$ cat config.mk
export PLATFORM = sky130hd
export DESIGN_NAME = emitter_uart_fifo
export DESIGN_NICKNAME = d
export VERILOG_FILES = /design/src/rtl/emitter_uart_fifo.sv
export SDC_FILE = /design/constraint.sdc
export NUM_CORES = 1
export LEC_CHECK = 0
export ABC_CLOCK_PERIOD_IN_PS = 7600
export CAP_MARGIN = 20
export CORE_MARGIN = 5
export CORE_UTILIZATION = 30
export CTS_CLUSTER_SIZE = 10
export DETAILED_ROUTE_END_ITERATION = 16
export PLACE_DENSITY = 0.48
export SLEW_MARGIN = 20
export SYNTH_ARGS = -nofsm -noshare
export SYNTH_HDL_FRONTEND = slang
export SYNTH_SLANG_ARGS = --single-unit
$ cat constraint.sdc
create_clock -name i_clk -period 7.6 [get_ports i_clk]
set_input_delay 1.14 -clock i_clk [delete_from_list [all_inputs] [get_ports i_clk]]
set_output_delay 1.14 -clock i_clk [all_outputs]
set_load 0.02 [all_outputs]
$ cat src/rtl/emitter_uart_fifo.sv
// Byte-stream UART transmitter: AXI-stream style input into a power-of-two FIFO,
// serialised as 8-bit frames with configurable divisor, parity and stop bits.
module emitter_uart_fifo #(
  parameter int CLK_FREQ  = 16000000,
  parameter int BAUD      = 57600,
  parameter int DEPTH     = 16,
  parameter int STOP_BITS = 1,
  parameter int PARITY    = 0,
  localparam int AW       = $clog2(DEPTH)
) (
  input  logic          i_clk,
  input  logic          i_rst,
  input  logic [7:0]    i_tdata,
  input  logic          i_tlast,
  input  logic          i_tvalid,
  output logic          o_tready,
  output logic          o_uart_tx,
  output logic [AW:0]   o_level,
  output logic          o_busy,
  output logic          o_frame_done
);

  localparam int              DIV       = CLK_FREQ / BAUD;
  localparam int              CW        = $clog2(DIV);
  localparam int              LW        = AW + 1;
  localparam logic [CW-1:0]   DIV_M1    = CW'(DIV - 1);
  localparam logic [CW-1:0]   BAUD_ONE  = CW'(1);
  localparam logic [AW-1:0]   PTR_ONE   = AW'(1);
  localparam logic [LW-1:0]   FULL_CNT  = LW'(DEPTH);
  localparam logic [2:0]      LAST_STOP = 3'(STOP_BITS - 1);

  typedef enum logic [2:0] {S_IDLE, S_START, S_DATA, S_PAR, S_STOP} state_t;

  logic [8:0]    r_mem [DEPTH];
  logic [AW-1:0] r_wr_ptr, r_rd_ptr;
  logic [LW-1:0] r_count;

  state_t        r_state;
  logic [CW-1:0] r_baud;
  logic [2:0]    r_bit;
  logic [7:0]    r_shift;
  logic          r_last;
  logic          r_par;

  logic          w_full, w_empty, w_push, w_pop, w_frame_end;
  logic [8:0]    w_head;

  assign w_full      = (r_count == FULL_CNT);
  assign w_empty     = (r_count == '0);
  assign o_tready    = !w_full && !i_rst;
  assign w_push      = i_tvalid && o_tready;
  assign w_frame_end = (r_state == S_STOP) && (r_baud == '0) && (r_bit == LAST_STOP);
  // A new frame starts from IDLE or straight out of the final stop-bit cycle.
  assign w_pop       = !w_empty && ((r_state == S_IDLE) || w_frame_end);
  assign w_head      = r_mem[r_rd_ptr];
  assign o_level     = r_count;

  // NOTE: storage has no reset; validity is tracked entirely by the pointers and count.
  always_ff @(posedge i_clk) begin
    if (w_push) r_mem[r_wr_ptr] <= {i_tlast, i_tdata};
  end

  always_ff @(posedge i_clk) begin
    if (i_rst) begin
      r_wr_ptr <= '0;
      r_rd_ptr <= '0;
      r_count  <= '0;
    end else begin
      if (w_push) r_wr_ptr <= r_wr_ptr + PTR_ONE;
      if (w_pop)  r_rd_ptr <= r_rd_ptr + PTR_ONE;
      r_count <= r_count + LW'(w_push) - LW'(w_pop);
    end
  end

  // NOTE: all state and outputs use non-blocking assignments so every branch sees
  // the pre-edge values of r_shift/r_bit, not ones updated earlier in the block.
  always_ff @(posedge i_clk) begin
    if (i_rst) begin
      r_state      <= S_IDLE;
      r_baud       <= '0;
      r_bit        <= '0;
      r_shift      <= '0;
      r_last       <= 1'b0;
      r_par        <= 1'b0;
      o_uart_tx    <= 1'b1;
      o_busy       <= 1'b0;
      o_frame_done <= 1'b0;
    end else begin
      o_frame_done <= 1'b0;
      if (w_pop) begin
        r_state      <= S_START;
        r_shift      <= w_head[7:0];
        r_last       <= w_head[8];
        r_par        <= (PARITY == 2) ? ^w_head[7:0] : ~^w_head[7:0];
        r_baud       <= DIV_M1;
        r_bit        <= '0;
        o_uart_tx    <= 1'b0;
        o_busy       <= 1'b1;
        o_frame_done <= w_frame_end && r_last;
      end else if (r_state == S_IDLE) begin
        o_uart_tx <= 1'b1;
        o_busy    <= 1'b0;
      end else if (r_baud != '0) begin
        r_baud <= r_baud - BAUD_ONE;
      end else begin
        r_baud <= DIV_M1;
        case (r_state)
          S_START: begin
            r_state   <= S_DATA;
            o_uart_tx <= r_shift[0];
          end
          S_DATA: begin
            if (r_bit == 3'd7) begin
              r_bit <= '0;
              if (PARITY != 0) begin
                r_state   <= S_PAR;
                o_uart_tx <= r_par;
              end else begin
                r_state   <= S_STOP;
                o_uart_tx <= 1'b1;
              end
            end else begin
              r_bit     <= r_bit + 3'd1;
              r_shift   <= {1'b0, r_shift[7:1]};
              o_uart_tx <= r_shift[1];
            end
          end
          S_PAR: begin
            r_state   <= S_STOP;
            r_bit     <= '0;
            o_uart_tx <= 1'b1;
          end
          S_STOP: begin
            if (r_bit == LAST_STOP) begin
              r_state      <= S_IDLE;
              r_bit        <= '0;
              o_uart_tx    <= 1'b1;
              o_busy       <= 1'b0;
              o_frame_done <= r_last;
            end else begin
              r_bit <= r_bit + 3'd1;
            end
          end
          default: begin
            r_state   <= S_IDLE;
            o_uart_tx <= 1'b1;
            o_busy    <= 1'b0;
          end
        endcase
      end
    end
  end

endmodule

======== Word-level counts from Yosys, hierarchy flattened ========
Memories as Yosys holds them, arrays and structs flattened. A register that Yosys moved wholly into a read port is not among the register bits.
Cells that the tools add are included.
cells by class
  $add $sub $neg .......................... 6
  eq/ne operators ......................... 16
  mux-type cells .......................... 37
  bitwise gates (word level) .............. 2
  reductions and logical operators ........ 25
operators with widths
  cell                                              number
  2-to-1 mux 8 bit                                  5
  2-to-1 mux 9 bit                                  3
  2-to-1 mux 1 bit                                  19
  2-to-1 mux 3 bit                                  4
  one-hot mux 3 bit (4 select lines)                1
  AND reduction 4 bit                               3
  zero test 9 bit                                   1
  one-hot mux 3 bit (3 select lines)                1
  nonzero test 9 bit                                1
  subtractor 9 x 1 -> 9 bit, second input constant  1
  adder 4 x 1 -> 4 bit, second input constant       2
  2-to-1 mux 4 bit                                  2
  != test 2 bit, second input constant              4
  == test 3 x 2 -> 1 bit, second input constant     2
  == test 3 bit, second input constant              2
  logical AND 1 bit                                 6
  zero test 3 bit                                   2
  != test 3 bit, second input constant              2
  AND reduction 3 bit                               2
  adder 5 x 1 -> 5 bit                              1
  == test 5 bit, second input constant              1
  zero test 5 bit                                   1
  subtractor 5 x 1 -> 5 bit                         1
  != test 4 x 2 -> 1 bit, second input constant     1
  other kinds (15)                                  18
storage, ports and cells
  register bits ........................... 40
  bits in writable memories ............... 144
  output and inout bits ................... 9
  word-level logic and storage cells ...... 100
  memories kept ........................... 1
memory list
  memory  depth  width  rd ports  clocked after memory_dff  write ports  RTL line  text
  r_mem   16     9      1         1                         1            34        logic [8:0] r_mem [DEPTH];

======== Depth between registers and ports, before layout ========
  word-level depth ........................ 7
  depth in mapped cells ................... 17
  mapped depth without buffers ............ 16

======== Worst setup path after synthesis ========
No wires, ideal clock.
  path kind ............................... input to register
  from .................................... input i_tvalid
  to ...................................... register r_count[4] (netlist: o_level[4])
  library setup time ...................... 70 ps
  arrival ................................. 3,135 ps
  data required time ...................... 7,530 ps
  setup slack ............................. 4,394 ps
  cell stages on the path ................. 13
  path buffers ............................ 0
  cell sequence ........................... inv_1 -> a311oi_2 -> inv_1 -> ha_1 -> inv_1 -> ha_1 -> inv_1 -> fa_1 -> inv_1 -> a21oi_1 -> nor2_1 -> or3_1 -> a21oi_1
on the way
  word-level cells in the longest chain between the ends .. 3
RTL lines
  element                    RTL line  text
  start: declaration         15        input logic i_tvalid,
  logical AND 1 bit          51        assign w_push = i_tvalid && o_tready;
  adder 5 x 1 -> 5 bit       71        r_count <= r_count + LW'(w_push) - LW'(w_pop);
  subtractor 5 x 1 -> 5 bit  71
  end signal: assignment     71
  end: declaration           36        logic [LW-1:0] r_count;
Every way passes these cells.
A chain may end at the register's enable or synchronous reset.

======== Worst setup path after layout ========
  from .................................... input i_rst
  to ...................................... output o_tready
on the way
  word-level cells in the longest chain between the ends .. 2
RTL lines
  element             RTL line  text
  start: declaration  12        input logic i_rst,
  zero test 1 bit     50        assign o_tready = !w_full && !i_rst;
  logical AND 1 bit   50
  end: declaration    16        output logic o_tready,
Every way passes these cells.

==> key figures <==
Run status
  – Outcome: complete, no violations

Floorplanning
  – DIE AREA: 29200 um2
  – Die Ht: 171 um
  – Die X: 171 um
  – I/O Pins: 21
  – Core region area: 25300 um2
  – # rows: 58
  – Starting Density: 0.307

Setup path
  – Crit-path max FO: 40
  – Worst-path cell chain: clkdlybuf4s50_1 > buf_4 > a31oi_1 > clkdlybuf4s50_1
  – CP endpoint kind: output port
  – Critical Path Most Common Cell: clkdlybuf4s50_1
  – WP buf/inv: 3
  – Slowest CP cell: clkdlybuf4s50_1
  – CP Launch Type: input port
  – Largest stage delay on the critical path: 620 ps
  – Required time worst endpoint: 6460 ps
  – WP data arrival: 2620 ps
  – CP delay by family, top: buffers and inverters
  – Setup CP Type: input port to output port

Final layout
  – Area grow syn2layout: 14.9%
  – Register area: 5210 um2
  – Layout cells sized above 1: 0.138
  – Antenna Cells: 0
  – Final instance area: 8920 um2
  – Most frequent cells in the layout: edfxtp_1, dfxtp_1, nor2_1, mux2i_1, nand2_1
  – Multi-input logic area: 2360 um2
  – Commonest non-fill, non-tap cell in the layout: edfxtp_1
  – Nets: 566
  – Fin util: 0.352
  – Filler cells: 2404

Synthesis
  – Cells after Synth: 516
  – Synth Cell Area: 7760 um2
  – Synth async-reset ratio: 0
  – Syn_nets: 545
  – Avg Inst Size Synth: 15.0 um2
  – Number of synthesized flops with an enable pin: 144
  – Register bit count reported by yosys: 188
  – Synth cell types: 53
  – Synth warn: 0
  – Seq/Total Area, Yosys: 0.670
  – Main synth FF type: edfxtp_1

Placement
  – GPL Wtd Cong: 0.801
  – Placed Area: 8310 um2
  – I/O Buffers: 20
  – Detailed placement HPWL: 11200 um
  – Pre-CTS WS: 3450 ps

Pwr
  – Tot Pwr: 0.00305 W
  – Pint: 0.00203 W
  – Leak Pwr: 2.88 nW
  – Comb power frac: 0.287
  – Clock power frac: 0.301
  – PwrDens: 342 nW/um2
  – Peak supply drop: 0.160 mV
  – Sw Share: 0.333
  – Sw power: 0.00101 W
  – Sequential power share: 0.412

Clock tree
  – Worst skew pair latency: 440 ps
  – # H-tree levels: 4
  – CTS tree: built
  – Postcts setup bufs: 0
  – CTS Buf Count: 17
  – Clock sink count: 188
  – Post-cts sizing count: 0
  – CTS Hold Bufs: 0
  – Reg clk slew, reported paths: 70 ps
  – CTS root buf: clkbuf_16
  – Maximum clock path buffer count: 2

STA
  – Clk_skew: 17.9 ps
  – Minimum clock period: 3760 ps
  – Final setup violation count: 0
  – Worst slew pin tran: 954 ps
  – RSZ-0062 raised after global routing: false
  – TNS Setup: 0 ps
  – Worst slew margin: 0.359
  – Setup WS post-layout: 3840 ps
  – Highest clock rate: 266 MHz
  – Count of final max-slew check failures: 0
  – Crit share post-route: 0.495
  – Final hold vios: 0

Detailed routing
  – Post-route ant nets: 0
  – Routed len/inst: 19.4 um
  – # DRC: 0
  – DR iter-0 viols: 308
  – Final WL: 17100 um
  – TritonRoute pass-1 iters: 4
  – DR vias/cell: 4.87
  – Vias post-DR: 4284

Global route
  – Pin count of the biggest net entering global routing: 51
  – Vias in the first global route: 4328
  – Overall Global Routing Usage: 0.123
  – Initial antenna violation count: 0
  – Global-route wire length before repair: 26500 um
  – Global route total overflow: 0

Min path
  – HP Class: flip-flop to flip-flop

Run
  – Max cap viols: 0
## flip-flops by register name, summed over array words and instances (netlist names), named ones only
name	flops
o_busy	1
o_frame_done	1
o_level	5
o_uart_tx	1
r_baud	9
r_bit	3
r_last	1
r_mem	144
r_rd_ptr	4
r_shift	8
r_state	3
r_wr_ptr	4
## logic make-up after synthesis
logic type,Yosys count,share of synthesized area
AOI/OAI and AO/OA,76,0.0685
xor gates and xnor gates,14,0.0158
adders and majority gates,17,0.0284
buffers and inverters,45,0.0258
DFF,188,0.670
muxes,58,0.114
and+or+nand+nor,118,0.0769
## cells in the mapped netlist, types with 8 or more instances
cell	count	area, um2
ha_1	16	200
nand2_1	25	93.8
a221oi_1	10	87.6
xor2_1	8	70.1
a21oi_1	24	120
nor2_1	38	143
inv_1	19	71.3
edfxtp_1	144	4320
nor3_1	19	95.1
clkbuf_1	14	52.6
dfxtp_1	44	881
o21ai_0	12	60.1
mux4_2	24	541
mux2i_1	28	280
## layer usage
layer	vias up	wire (um)	track usage
met5	-	0	0
met4	0	144	0.0320
met3	11	608	0.0314
met2	75	8010	0.193
met1	2183	8350	0.170
li1	2015	-	-
## path summary, 6_finish.rpt
check	from	to	slack [ps]	cells past startpoint
worst max-delay path	i_rst	o_tready	3840	4
worst min-delay path	r_last	r_last	480	2
worst max register to register	r_baud[0]	o_level[4]	3980	16
worst min register to register	r_last	r_last	480	2
## stage by stage
step | instances | hold slack, ps
3_3_place_gp | 848 | 456
3_5_place_dp | 848 | 462
4_1_cts | 880 | 472
6_report | 880 | 478
5_1_grt | 880 | 505
2_1_floorplan | 516 | 430
## area by class of cell
| cell class | instances | area share |
|---|---|---|
| multi-input combinational | 283 | 0.265 |
| clock inverter | 15 | 0.0210 |
| tap | 330 | 0.0463 |
| inverter | 20 | 0.00842 |
| sequential | 188 | 0.584 |
| timing repair buffer | 27 | 0.0283 |
| clock buffer | 17 | 0.0477 |
## power groups by stage
stage / clock (W) / sequential, W / combinational, W
6_report: 0.000917 / 0.00126 / 0.000876
3_5_place_dp: 0 / 0.00128 / 0.000881
4_1_cts: 0.000940 / 0.00126 / 0.000887
5_1_grt: 0.000984 / 0.00127 / 0.000977
3_3_place_gp: 0 / 0.00128 / 0.000871
2_1_floorplan: 0 / 0.00127 / 0.000664
## worst register-to-register path, stage by stage, from the launching register on
cell	delay (ps)
dfxtp_1	330
inv_1	120
ha_1	160
or4b_4	520
o31ai_4	310
nand2_4	190
inv_1	450
ha_1	330
inv_1	50
ha_1	150
inv_1	60
fa_1	400
inv_1	70
a21oi_1	60
nor2_1	110
or3_1	120
a21oi_1	50
No activity file was read; power rests on OpenSTA's default activity.
